## src/rtl/instr_fetch_unit.sv

```systemverilog
// instr_fetch_unit: fetch PC register, tagged prefetch FIFO and decode handshake
module instr_fetch_unit #(
    parameter logic [15:0] RESET_PC   = 16'h0000,
    parameter logic [15:0] PC_STEP    = 16'd2,
    parameter int          FIFO_DEPTH = 2
) (
    input  logic        clk,
    input  logic        rst_n,
    input  logic        fetch_en,
    input  logic        redirect_valid,
    input  logic [15:0] redirect_pc,
    output logic [15:0] imem_pc,
    input  logic [15:0] imem_instr,
    output logic        id_valid,
    input  logic        id_ready,
    output logic [15:0] id_instr,
    output logic [15:0] id_pc,
    output logic [15:0] id_pc_next
);
    localparam int AW = $clog2(FIFO_DEPTH);
    localparam int CW = AW + 1;
    localparam logic [CW-1:0] DEPTH_C = CW'(FIFO_DEPTH);

    logic [15:0]   pc_q, pc_d;
    logic [CW-1:0] count_q, count_d;
    logic [AW-1:0] rd_q, rd_d, wr_q, wr_d;
    logic [15:0]   instr_mem_q [FIFO_DEPTH];
    logic [15:0]   pc_mem_q    [FIFO_DEPTH];
    logic          pop, push;

    assign id_valid   = count_q != '0;
    assign pop        = id_valid & id_ready;
    assign push       = fetch_en & ~redirect_valid & ((count_q < DEPTH_C) | pop);
    assign imem_pc    = pc_q;
    assign id_instr   = id_valid ? instr_mem_q[rd_q] : '0;
    assign id_pc      = id_valid ? pc_mem_q[rd_q] : '0;
    assign id_pc_next = id_valid ? pc_mem_q[rd_q] + PC_STEP : '0;

    // Next state: a redirect flushes the FIFO and reloads the PC; otherwise push/pop bookkeeping
    always_comb begin
        pc_d    = redirect_valid ? {redirect_pc[15:1], 1'b0} : (push ? pc_q + PC_STEP : pc_q);
        count_d = redirect_valid ? '0 : count_q + CW'(push) - CW'(pop);
        rd_d    = redirect_valid ? '0 : rd_q + AW'(pop);
        wr_d    = redirect_valid ? '0 : wr_q + AW'(push);
    end

    // Control state, cleared asynchronously on reset
    always_ff @(posedge clk or negedge rst_n) begin
        if (!rst_n) begin
            pc_q    <= RESET_PC;
            count_q <= '0;
            rd_q    <= '0;
            wr_q    <= '0;
        end else begin
            pc_q    <= pc_d;
            count_q <= count_d;
            rd_q    <= rd_d;
            wr_q    <= wr_d;
        end
    end

    // FIFO storage; contents are masked by id_valid so it needs no reset
    always_ff @(posedge clk) begin
        if (push) begin
            instr_mem_q[wr_q] <= imem_instr;
            pc_mem_q[wr_q]    <= pc_q;
        end
    end
endmodule
```

## config.mk

```make
export PLATFORM = sky130hd
export DESIGN_NAME = instr_fetch_unit
export DESIGN_NICKNAME = d
export VERILOG_FILES = /design/src/rtl/instr_fetch_unit.sv
export SDC_FILE = /design/constraint.sdc
export NUM_CORES = 1
export LEC_CHECK = 0
export CAP_MARGIN = 20
export CELL_PAD_IN_SITES_DETAIL_PLACEMENT = 1
export CELL_PAD_IN_SITES_GLOBAL_PLACEMENT = 1
export CORE_MARGIN = 4
export CORE_UTILIZATION = 30
export DETAILED_ROUTE_END_ITERATION = 10
export PLACE_DENSITY_LB_ADDON = 0.1
export SETUP_SLACK_MARGIN = 0.2
export SLEW_MARGIN = 25
export SYNTH_ARGS = -nofsm -noshare
export SYNTH_HDL_FRONTEND = slang
export SYNTH_SLANG_ARGS = --single-unit
```

## constraint.sdc

```tcl
create_clock -name clk -period 3.26 [get_ports clk]
set_input_delay 0.652 -clock clk [delete_from_list [all_inputs] [get_ports clk]]
set_output_delay 0.652 -clock clk [all_outputs]
set_load 0.005 [all_outputs]
```

# Yosys cells after proc, flatten, opt, wreduce, memory -nomap -nowiden
# Memories as Yosys holds them, arrays and structs flattened.
# Cells that the tools add are included.
[totals] reg_bits=20 ram_bits=64 in_bits=37 out_inout_bits=65 elab_cells=30 n_memories=2
[mem_list] name="instr_mem_q" words=2 width=16 read_ports=1 rd_ports_with_merged_regs=0 write_ports=1 line="27" text="logic [15:0] instr_mem_q [FIFO_DEPTH];"
[mem_list] name="pc_mem_q" words=2 width=16 read_ports=1 rd_ports_with_merged_regs=0 write_ports=1 line="28" text="logic [15:0] pc_mem_q [FIFO_DEPTH];"
[classes] addsub=6 magnitude_cmp=1 muxes=10 n_bitwise=5 n_reduce_logical=2
[op_table] operator="$mux 16" n=5
[op_table] operator="$add 16x2->16 const B" n=2
[op_table] operator="$mux 1" n=4
[op_table] operator="$reduce_bool 2->1" n=2
[op_table] operator="$and 1x1->1" n=3
[op_table] operator="$add 1x1->1" n=2
[op_table] operator="$add 2x1->2" n=1
[op_table] operator="$lt 2x2->1 const B" n=1
[op_table] operator="$mux 2" n=1
[op_table] operator="$sub 2x1->2" n=1
[op_table] operator="$not 1->1" n=1
[op_table] operator="$or 1x1->1" n=1

# Longest topological paths before layout
[depth] ltp_word=7 depth_mapped=10 mapped_depth_nobuf=9

# Worst setup path after synthesis
# Ideal clock, no wire load.
[synth_path] path_type="reg-to-output" from="reg rd_q" to="out id_pc_next[15]" arrival_time_ns=2.391 t_required_ns=2.608 path_slack_ns=0.217 path_stages_with_launch=11 path_buffers=4 cell_sequence="dfrtp_1 -> buf_6 -> buf_6 -> buf_2 -> mux2_2 -> ha_1 -> inv_1 -> or4_1 -> clkbuf_2 -> nor4_2 -> mux2_2"
[synth_between] elab_chain_len=3
[synth_lines] item="start, declared" line="26" text="logic [AW-1:0] rd_q, rd_d, wr_q, wr_d;"
[synth_lines] item="start signal, assigned" line="57" text="rd_q <= rd_d;"
[synth_lines] item="$mem_v2 2x16"
[synth_lines] item="$add 16x2->16" line="37" text="assign id_pc_next = id_valid ? pc_mem_q[rd_q] + PC_STEP : '0;"
[synth_lines] item="$mux 16" line="37"
[synth_lines] item="end, declared" line="18" text="output logic [15:0] id_pc_next"
# Every way passes these cells.

# Worst setup path after layout
[layout_path] from="reg rd_q" to="out id_pc_next[13]"
# The elaborated chain is that of the path after synthesis.

==> summary.txt <==
Critical path
  – Worst r2r src: count_q[1]
  – Bufs and invs on worst path: 3
  – Reg2reg end: count_q[1]
  – Crit path depth: 8
  – Maximum fanout along the worst path: 5
  – WP data arrival: 2420 ps
  – Setup slack, reg-to-reg: 1060 ps
  – Worst path max stage delay: 530 ps
  – CP Cell Sequence: mux2_4 > ha_4 > inv_2 > or4_4 > buf_6 > o31a_1 > nor3_1 > buf_2
  – Critical path endpoint: id_pc_next[13]
  – Slowest CP cell: or4_4
  – Critical path class: reg -> out
  – Req. time, crit path: 2610 ps
  – Reg2Reg Depth: 9
  – Crit path from: rd_q
  – Worst Setup Start Kind: register
  – Critical Path Sink Type: primary output
  – Crit path max-delay family: simple AND/OR/NAND/NOR gates

Synth
  – Cell area after synthesis: 3890 um^2
  – Post-synth top flop: edfxtp_1
  – Sequential fraction of the synthesis area: 60.1%
  – Ys Warns: 0
  – Post-Synthesis Cells: 322
  – Register bit total from synthesis: 81
  – EDFF count, synth: 62
  – Avg Inst Size Synth: 12.1 um^2
  – Async S/R FF share, synth: 23.5%
  – Synth cell types: 49

Placed design
  – Routability cong.: 0.748
  – Post-DP HPWL: 7.44 mm
  – Post-placement cell count: 592
  – IO Port Bufs: 97
  – Area post-placement: 5150 um^2

Flow run
  – Number of max-cap violations: 0

Min path
  – Worst hold path type: in -> async

STA
  – Final period util: 94.4%
  – Final Critical Period: 3080 ps
  – # setup viols final: 0
  – WHS: 266 ps
  – Final Max Slew Viols: 0
  – Slew @ Worst Pin: 597 ps
  – Rel. slew slack: 59.1%
  – Max Clk Rate: 325 MHz
  – Clk_skew: 8.51 ps
  – Final hold violations: 0
  – RSZ-0062 raised after global routing: yes

Final layout
  – Most common cell after layout, fill and taps aside: clkdlybuf4s50_1
  – Area growth syn-to-layout: 46.2%
  – Register area: 2340 um^2
  – Final non-filler cell total: 621
  – Layout cells sized above 1: 17.6%
  – Antenna Cells: 0
  – Filler Cell Count: 1,367
  – Post-route cell area: 5680 um^2
  – Multi-input gate area: 1540 um^2
  – Most frequent cells in the layout: 85 x clkdlybuf4s50_1, 62 x edfxtp_1, 42 x nor2_1
  – Total Nets Final: 487
  – Post-route core utilization: 44.8%

Die
  – DIE AREA: 14,800 um^2
  – Ports: 102
  – Die W: 122 um
  – Initial Util: 30.7%
  – Core region area: 12,700 um^2
  – Rows: 41
  – Height of the die: 122 um

Clocking
  – CTS Hold Bufs: 0
  – Root Buffer: clkbuf_16
  – Clock slew at reported path FFs: 60 ps
  – CTS H-tree lvls: 3
  – CTS tree: yes
  – Clock Path Buffers: 2
  – Clk sinks: 81
  – Num CTS Buffers: 9
  – Worst-Skew Late Latency: 340 ps

GRT
  – GR Util met3: 4.69%
  – Number of global-route vias before repair: 3,214
  – Pin count of the biggest net entering global routing: 34
  – Met1 Usage GRT: 18.2%
  – Met2 Track Usage GR: 24.8%
  – Initial antenna violation count: 0
  – Overflow after GRT: 0
  – First-pass GRT wire length: 16.9 mm
  – GR Util All Layers: 14.6%
  – GRT busiest layer: met2

Power and ir drop
  – Leakage power: 0.00207 uW
  – Max IR drop VDD: 259 uV
  – Pwr/cell area: 647 nW/um^2

Route
  – DRC Markers: 0
  – Vias after detailed routing: 2,907
  – DRT antenna net count: 0
  – DR iter-0 viols: 145
  – 1st-pass router iterations: 4
  – Routed WL per cell: 17.0 um
  – Total wire length: 10.5 mm
  – DR vias/cell: 4.68

Outcome
  – Status: finished clean
==> worst min-delay path by stage <==
stage,startpoint,endpoint,cells past startpoint
6_report,rst_n,imem_pc[15],1
5_1_grt,rst_n,imem_pc[11],1
4_1_cts,imem_pc[15],pc_mem_q[1][15],0
3_5_place_dp,imem_pc[15],pc_mem_q[1][15],0
3_3_place_gp,imem_pc[15],pc_mem_q[0][15],0
2_1_floorplan,rst_n,count_q[0],0
==> logic make-up after synthesis <==
logic type	Yosys count	share of synthesized area, %
other cells	1	0.0965
fa+ha+maj	6	1.93
compound gates	34	5.92
buf+inv	29	3.70
simple gates	124	16.3
flops	81	60.1
xor+xnor	13	2.93
mux	34	8.98
==> metrics by stage <==
step	worst slack, ps	total power, uW	setup TNS, ps
3_3_place_gp	38.0	2570	0
2_1_floorplan	217	1900	0
4_1_cts	58.3	3630	0
5_1_grt	105	3890	0
3_5_place_dp	-23.4	2580	-23.4
6_report	184	3680	0
==> registers in the layout, summed over array words and instances, names as in the netlist <==
signal       cells
pc_mem_q        30
wr_q             1
instr_mem_q     32
count_q          2
imem_pc         15
rd_q             1
==> per-layer routing <==
layer | up-vias | share of wire (%) | wire length, um
met1 | 1401 | 45 | 4790
met2 | 71 | 48 | 5100
li1 | 1425 | - | -
met3 | 10 | 5.2 | 549
met5 | - | 0 | 0
met4 | 0 | 0.90 | 95
==> report_power, final <==
group / internal, uW / switching [uW]
logic: 784 / 617
registers: 1210 / 82.1
clock network: 588 / 396
total: 2580 / 1090
==> synthesized netlist by cell type (4+ instances only) <==
cell type  count  area share (%)
nor3_1         8             1.0
or3_1          4            0.64
nand2_1       18             1.7
nor2_1        43             4.2
o21ai_0       12             1.5
buf_4          4            0.77
and2_1         8             1.3
nor4_1         4            0.64
mux2i_1       29             7.5
xor2_1         9             2.0
ha_1           6             1.9
nand3_1       13             1.7
inv_1          8            0.77
clkbuf_1      10            0.97
nand4_1        5            0.80
xnor2_1        4            0.90
edfxtp_1      62              48
a31oi_1        5            0.80
dfrtp_1       19              12
mux2_2         4             1.2
==> cell type report <==
type                    count  share of cell area (%)
repair buffers            130                    22.4
clock buffers              10                    4.03
well taps                 172                    3.79
inverters                   8                   0.529
multi-input cells         214                    27.1
clock inverters             6                    1.04
flip-flops and latches     81                    41.2
==> repair_timing <==
item,4_1_cts,5_1_grt
cloned,0,1
endpoints found under the setup margin,11,10
gates resized for setup,44,17
setup buffers,6,6
pin swaps,5,3
Power figures use the tool's default switching activity.
